===== config.mk =====
export PLATFORM = sky130hd
export DESIGN_NAME = pdm_audio_tx
export DESIGN_NICKNAME = d
export VERILOG_FILES = /design/src/rtl/pdm_audio_tx.sv
export SDC_FILE = /design/constraint.sdc
export NUM_CORES = 1
export LEC_CHECK = 0
export BUFFER_PORTS_ARGS = -buffer_cell sky130_fd_sc_hd__buf_2
export CORE_MARGIN = 2
export CORE_UTILIZATION = 45
export CTS_CLUSTER_SIZE = 25
export DETAILED_ROUTE_END_ITERATION = 12
export HOLD_SLACK_MARGIN = 0.12
export PLACE_DENSITY_LB_ADDON = 0.12
export REMOVE_ABC_BUFFERS = 1
export SLEW_MARGIN = 20
export SYNTH_ARGS = -nofsm -noshare
export SYNTH_HDL_FRONTEND = slang
export SYNTH_SLANG_ARGS = --single-unit

===== constraint.sdc =====
create_clock -name clk -period 2.9 [get_ports clk]
set_input_delay 0.29 -clock clk [delete_from_list [all_inputs] [get_ports clk]]
set_output_delay 0.29 -clock clk [all_outputs]
set_load 0.02 [all_outputs]

===== src/rtl/pdm_audio_tx.sv =====
// PCM-to-PDM audio transmitter: sample FIFO, bit-rate divider and first-order sigma-delta modulator.
// Optional macro PDM_TX_DITHER_EN adds LFSR dither to the modulator sum.
module pdm_audio_tx #(
    parameter int CLK_DIV    = 32,
    parameter int OSR        = 64,
    parameter int FIFO_DEPTH = 16
) (
    input  logic                          clk,
    input  logic                          reset,
    input  logic                          enable,
    input  logic [15:0]                   sample_in,
    input  logic                          sample_valid,
    output logic                          sample_ready,
    output logic                          pdm_out,
    output logic                          aud_sd,
    output logic                          underrun,
    output logic [$clog2(FIFO_DEPTH):0]   fifo_level
);

    localparam int AW = $clog2(FIFO_DEPTH);
    localparam int DW = (CLK_DIV > 1) ? $clog2(CLK_DIV) : 1;
    localparam int OW = (OSR > 1) ? $clog2(OSR) : 1;

    localparam logic [AW:0]   LVL_FULL = (AW+1)'(FIFO_DEPTH);
    localparam logic [AW:0]   LVL_HALF = (AW+1)'(FIFO_DEPTH / 2);
    localparam logic [DW-1:0] DIV_LAST = DW'(CLK_DIV - 1);
    localparam logic [OW-1:0] OSR_LAST = OW'(OSR - 1);

    typedef enum logic [1:0] {
        S_IDLE,
        S_PREFILL,
        S_RUN
    } state_t;

    state_t        r_state;
    logic [15:0]   r_mem [FIFO_DEPTH];
    logic [AW-1:0] r_wr_ptr;
    logic [AW-1:0] r_rd_ptr;
    logic [AW:0]   r_level;
    logic [DW-1:0] r_div;
    logic [OW-1:0] r_osr;
    logic [15:0]   r_acc;
    logic [15:0]   r_cur;
    logic          r_pdm;
    logic          r_sd;
    logic          r_urun;

    logic          w_full;
    logic          w_empty;
    logic          w_push;
    logic          w_pop;
    logic          w_tick;
    logic          w_osr_end;
    logic          w_prefill_done;
    logic [15:0]   w_u;
    logic [16:0]   w_sum;

    assign w_full         = (r_level == LVL_FULL);
    assign w_empty        = (r_level == '0);
    assign w_push         = sample_valid && !w_full;
    assign w_tick         = (r_state != S_IDLE) && (r_div == DIV_LAST);
    assign w_osr_end      = (r_osr == OSR_LAST);
    assign w_prefill_done = (r_level >= LVL_HALF);

    // A pop only happens on a live tick; a tick coinciding with enable low is dropped
    assign w_pop = enable && w_tick &&
                   (((r_state == S_PREFILL) && w_prefill_done) ||
                    ((r_state == S_RUN) && w_osr_end && !w_empty));

    // Offset-binary conversion; prefill plays midscale silence
    assign w_u = (r_state == S_RUN) ? {~r_cur[15], r_cur[14:0]} : 16'h8000;

`ifdef PDM_TX_DITHER_EN
    logic [15:0] r_lfsr;
    logic        w_fb;
    logic [18:0] w_raw;

    assign w_fb  = r_lfsr[15] ^ r_lfsr[13] ^ r_lfsr[12] ^ r_lfsr[10];
    assign w_raw = {3'b000, r_acc} + {3'b000, w_u}
                 + {15'd0, r_lfsr[3:0]} - 19'd8;
    // Clamp at zero when negative and at the 17-bit ceiling on overflow
    assign w_sum = w_raw[18] ? 17'd0 :
                   w_raw[17] ? 17'h1FFFF : w_raw[16:0];

    // Dither LFSR advances on every live bit tick
    always_ff @(posedge clk) begin
        if (reset) begin
            r_lfsr <= 16'hACE1;
        end else if (w_tick && enable) begin
            r_lfsr <= {r_lfsr[14:0], w_fb};
        end
    end
`else
    assign w_sum = {1'b0, r_acc} + {1'b0, w_u};
`endif

    // Sample storage; contents are discarded logically by resetting the pointers
    always_ff @(posedge clk) begin
        if (w_push) begin
            r_mem[r_wr_ptr] <= sample_in;
        end
    end

    // FIFO pointers and occupancy
    always_ff @(posedge clk) begin
        if (reset) begin
            r_wr_ptr <= '0;
            r_rd_ptr <= '0;
            r_level  <= '0;
        end else begin
            if (w_push) begin
                r_wr_ptr <= r_wr_ptr + 1'b1;
            end
            if (w_pop) begin
                r_rd_ptr <= r_rd_ptr + 1'b1;
            end
            r_level <= r_level + {{AW{1'b0}}, w_push} - {{AW{1'b0}}, w_pop};
        end
    end

    // Playback state machine, bit divider and modulator with registered outputs
    always_ff @(posedge clk) begin
        if (reset) begin
            r_state <= S_IDLE;
            r_div   <= '0;
            r_osr   <= '0;
            r_acc   <= '0;
            r_cur   <= 16'h0000;
            r_pdm   <= 1'b0;
            r_sd    <= 1'b0;
            r_urun  <= 1'b0;
        end else begin
            r_urun <= 1'b0;
            if (!enable) begin
                r_state <= S_IDLE;
                r_div   <= '0;
                r_osr   <= '0;
                r_acc   <= '0;
                r_pdm   <= 1'b0;
                r_sd    <= 1'b0;
            end else begin
                unique case (r_state)
                    S_IDLE: begin
                        r_state <= S_PREFILL;
                        r_sd    <= 1'b1;
                        r_div   <= '0;
                    end
                    S_PREFILL, S_RUN: begin
                        r_div <= w_tick ? '0 : r_div + 1'b1;
                        if (w_tick) begin
                            r_acc <= w_sum[15:0];
                            r_pdm <= w_sum[16];
                            if (r_state == S_PREFILL) begin
                                if (w_prefill_done) begin
                                    r_state <= S_RUN;
                                    r_cur   <= r_mem[r_rd_ptr];
                                    r_osr   <= '0;
                                end
                            end else if (w_osr_end) begin
                                r_osr <= '0;
                                if (w_empty) begin
                                    r_urun <= 1'b1;
                                end else begin
                                    r_cur <= r_mem[r_rd_ptr];
                                end
                            end else begin
                                r_osr <= r_osr + 1'b1;
                            end
                        end
                    end
                    default: begin
                        r_state <= S_IDLE;
                    end
                endcase
            end
        end
    end

    assign sample_ready = !w_full;
    assign pdm_out      = r_pdm;
    assign aud_sd       = r_sd;
    assign underrun     = r_urun;
    assign fifo_level   = r_level;

endmodule


Yosys cells after proc, flatten, opt, wreduce, memory -nomap -nowiden
Memories as Yosys holds them, arrays and structs flattened. A register that Yosys moved wholly into a read port is not among the register bits.
Index checks and enable logic that the tools add are counted.
Widths: inputs -> output; s select.
Word-level totals
  RAM bits: 256
  bits of input ports: 20
  memories kept: 1
  register bits after elaboration: 61
Memories
  r_mem: depth 16, width 16, rd ports 1, clocked after memory_dff 1, wr ports 1, RTL line 36  | logic [15:0] r_mem [FIFO_DEPTH];
Cells by class
  eq/ne operators: 10
  bitwise gates (word level): 5
  reduce and logical (&&, ||, !) cells: 22
  magnitude comparators: 1
  mux-type cells: 19
  $add $sub $neg: 7
Operator list (number)
  $mux 16: 5
  $mux 6: 3
  $add 16x16->17: 1
  $eq 5x5->1 const B: 2
  $pmux 5 s2: 1
  $add 4x1->4 const B: 2
  $mux 4: 2
  $ne 2x2->1 const B: 4
  $logic_and 1x1->1: 7
  $add 6x1->6 const B: 1
  $eq 6x6->1 const B: 1
  $mux 2: 3
  $reduce_and 3->1: 2
  $reduce_and 6->1: 1
  $reduce_bool 2->1: 3
  $reduce_or 6->1: 1
  $add 5x1->5: 1
  $add 5x1->5 const B: 1
  $ge 5x4->1 const B: 1
  $logic_not 5->1: 1
  $mux 5: 1
  $not 1->1: 5
  $sub 5x1->5: 1
  $pmux 2 s2: 1
  other kinds (9): 13

Longest topological paths before layout
  word-level depth: 7
  mapped depth: 14

Least setup slack after synthesis
Ideal clock, no wire load.
  path type: register to register
  from: register r_level[2], in the netlist fifo_level[2]
  to: memory r_mem[3][0], enable pin
  cell stages (with the launch flop): 8
  path buffers: 1
  setup slack: -0.220 ns
  arrival: 2.711 ns
  period minus slack after synthesis: 3.120 ns
  setup time: 0.409 ns
  path through: dfxtp_1 > inv_1 > ha_1 > nand4_1 > and2_1 > clkbuf_1 > nand2_1 > nor3_1
Between the ends
  cells in the longest elaborated chain, start to end: 5
Ends and longest elaborated chain
  start: declaration: RTL line 39  | logic [AW:0] r_level;
  start signal: assignment: RTL line 117  | r_level <= r_level + {{AW{1'b0}}, w_push} - {{AW{1'b0}}, w_pop};
  $eq 5x5->1: RTL line 58  | assign w_full = (r_level == LVL_FULL);
  $logic_not 1->1
  via sample_ready: RTL line 13  | output logic sample_ready,
  $logic_and 1x1->1: RTL line 60  | assign w_push = sample_valid && !w_full;
  $mux 1: RTL line 99  | if (w_push) begin
  $mux 1 (implied by the code): RTL line 100  | r_mem[r_wr_ptr] <= sample_in;
  end: declaration: RTL line 36
The timed path passes the listed nets, and every way through them passes these cells.

Worst setup path in the final report
  from: register r_level[2], in the netlist fifo_level[2]
  to: register r_level[4], in the netlist fifo_level[4]
Between the ends
  cells in the longest elaborated chain, start to end: 6
Ends and longest elaborated chain (RTL line)
  parallel branches: the longest is 5 deep, another holds $add 5x1->5
  $sub 5x1->5 *: 117
Every way passes the cells marked *.
A chain may end at the register's enable or synchronous reset.

==> qor.yml <==
holdPathStages: 1
viasPerCell: 5.49
areaGrowthSynthToFinish_pct: 14.7
grt_pass1_wl_microns: 42800
cp.arrival_ns: 3.21
ys_seq_area_share_pct: 66.5
reg2reg_to: "fifo_level[4]"
worstPathMaxFanout: 3
boundaryPins: 29
placed_area_sq_um: 14400
dieArea_sq_um: 31400
root_buffer: "clkbuf_16"
place.gp.congestion: 0.822
synth_edf_count: 256
p_per_area_nw_per_um2: 646
fin_crit_ns: 2.78
power.switching_mw: 2.11
sw_frac_of_total_pct: 21.1
power_frac_seq_pct: 51.5
final_layout_size_suffix_gt1_share_pct: 22.7
outcome: "complete, no violations"
holdBufCountCts: 0
initialDrtViolationCount: 451
worstSetupStartpointType: "flip-flop"
combPwrFrac_pct: 7.1
num_vias: 7094
totalWireLength_microns: 27600
antenna_found_initial: 0
reg2reg_from: "fifo_level[2]"
grt_start_max_net_pins: 65
total_power_mw: 10.0
synth-seq-cells: 321
pwr-share-clk_pct: 41.4
final.setup_skew_ns: 0.0141
post_drt_wl_per_cell_microns: 21.3
peakVddDrop_uv: 592
port_buffers: 28
synth.avg_cell_area_sq_um: 17.0
tightest_slew_ns: 0.559
path_clk_slew_ns: 0.06
drc: 0
coreArea_sq_um: 29600
numCtsBuffers: 34
hold_viol_final: 0
ys_warn_count: 0
final_core_util_pct: 52.3
worst_setup_path_end_kind: "flip-flop"
row_count: 63
hold_path_class: "in2reg"
crit_type: "reg2reg"
period_share_pct: 95.7
worstRegToRegCells: 14
drtPass1Iterations: 5
max-slew-margin-rel_pct: 62.8
max_freq_ghz: 0.360
required_ns: 3.33
fp.dieW_microns: 177
final_cell_mix: "256 x edfxtp_1, 60 x dfxtp_1, 54 x buf_4"
synth_top_area_share_pct: 56.9
final_common_cell: "edfxtp_1"
p_leak_nw: 5.34
rrSetupSlack_ns: 0.12
clk_latency_ns: 0.51
p_int_mw: 7.90
overflow: 0
synth.area.top_cells: "edfxtp_1 57%, dfxtp_1 9.6%, mux4_1 8.7%"
min-delay-start: "sample_in[2]"
ys_types: 58
grt_pass1_vias: 7382
hpwl_microns: 17700
holdWs_ns: 0.156
htreeDepth: 2
top_layer: "met4"
nets: 937
yosys.area.top_type: "edfxtp_1"
postSynthCellCount: 794
synth_async_sr_flop_share_pct: 0
synth_area_sq_um: 13500
rsz0062_at_grt: "yes"
n_fill_cell: 2465
drt-met1-wl_microns: 11900
clkSinkCount: 321
track_usage_pct: 18.2
initial_core_util_pct: 45.6
tritoncts: "done"
final_area_sq_um: 15500
diodes: 0
synth_flop_cell: "edfxtp_1"
min_to: "r_mem[13][2]"
die_h_microns: 177
drtAntennaViolNets: 0
met2WireLength_microns: 13900
wl_met3_microns: 1100
setup_violations: 0
cts_buffer_depth: 3
drv_slew: 0
drv_cap: 0
## synth_stat cells, types with 3 or more instances
cell and number:
nor3_1 12, a21o_1 10, o21ai_0 8, o21ai_2 9, clkinv_1 16, a211oi_1 4
or3_1 3, nand2b_1 4, xnor2_1 11, clkbuf_1 18, mux4_2 35, a221oi_2 3
nand2_1 48, ha_1 37, buf_6 7, a21oi_1 21, xor2_1 10, nand4_1 7
dfxtp_1 65, nor2_1 45, mux2i_1 6, mux4_1 45, nand3_1 19, or4_1 4
inv_1 15, and2_1 18, edfxtp_1 256, and3_1 6, o21ai_1 9, nor2b_1 6
buf_2 5
## state kept, by name, indices dropped and copies added, names as in the netlist, named ones only
| signal | cells |
|---|---|
| r_acc | 16 |
| r_osr | 6 |
| r_rd_ptr | 4 |
| underrun | 1 |
| r_state | 2 |
| r_cur | 16 |
| aud_sd | 1 |
| pdm_out | 1 |
| fifo_level | 5 |
| r_mem | 256 |
| r_div | 5 |
| r_wr_ptr | 4 |
## per-layer routing
metal / up-vias / track usage [%]
li1: 3283 / -
met4: 0 / 5.40
met5: - / 0
met3: 45 / 2.70
met2: 144 / 31.6
met1: 3622 / 23.9
## cell type report
type / instances / area [sq um] / area share (%)
Multi-Input combinational cell: 407 / 4260 / 27.5
Inverter: 31 / 116 / 0.751
Tap cell: 390 / 488 / 3.15
Clock inverter: 13 / 113 / 0.726
Timing Repair Buffer: 83 / 566 / 3.65
Sequential cell: 321 / 9000 / 58.0
Clock buffer: 48 / 965 / 6.22
## cell families (layout without fill, tap and decap cells)
family                     Yosys count  in the layout  share of synthesized area [%]
DFF                                321            321                           66.5
and+or+nand+nor                    181            181                           6.64
muxes                               86             86                           15.0
AOI/OAI and AO/OA                   80             80                           4.26
buffers and inverters               66            175                           2.50
adders and majority gates           39             39                           3.72
xor gates and xnor gates            21             21                           1.36
## power by group through the flow
stage / logic [mW] / clock network, mW / registers (mW)
after floorplan: 0.376 / 0 / 5.26
after CTS: 0.691 / 4.26 / 5.15
after global placement: 0.667 / 0 / 5.23
after detailed placement: 0.683 / 0 / 5.25
after global routing: 0.791 / 4.45 / 5.16
final: 0.714 / 4.14 / 5.15
## worst max path at each step
stage	startpoint	end	slack, ns	cells after the start
after floorplan	flip-flop	r_cur[11]	-0.67	4
after global placement	fifo_level[2]	fifo_level[4]	-0.01	14
after detailed placement	fifo_level[2]	fifo_level[4]	-0.06	14
after CTS	fifo_level[3]	fifo_level[4]	0.01	14
after global routing	fifo_level[2]	fifo_level[4]	-0.01	14
final	fifo_level[2]	fifo_level[4]	0.12	14
## metrics by stage
stage               setup WS [ns]  TNS, ns  std cells
finish                      0.124        0       1293
global route              -0.0110  -0.0110       1293
detailed placement        -0.0601  -0.0601       1228
global placement          -0.0126  -0.0126       1228
CTS                        0.0130        0       1289
floorplan                  -0.674   -16.08        759
## worst max-delay path, stage by stage, from the launching register on
cell and delay (ns):
dfxtp_2 0.33, inv_2 0.07, ha_1 0.17, nor4b_2 0.19, buf_4 0.16, nor3_2 0.05, o211a_4 0.26, ha_1 0.27
inv_1 0.04, ha_2 0.18, fa_2 0.37, a21oi_2 0.14, nor2_1 0.05, or3_1 0.30, a21oi_1 0.13
## what timing repair did
item / 4_1_cts / 5_1_grt
setup endpoints to repair: 1 / 6
gates resized for setup: 2 / 12
pin swaps: 1 / 4
endpoints found under the hold margin: 0 / 0
buffers inserted: 0 / 4
Note: power is estimated with default switching activity, not from simulation.
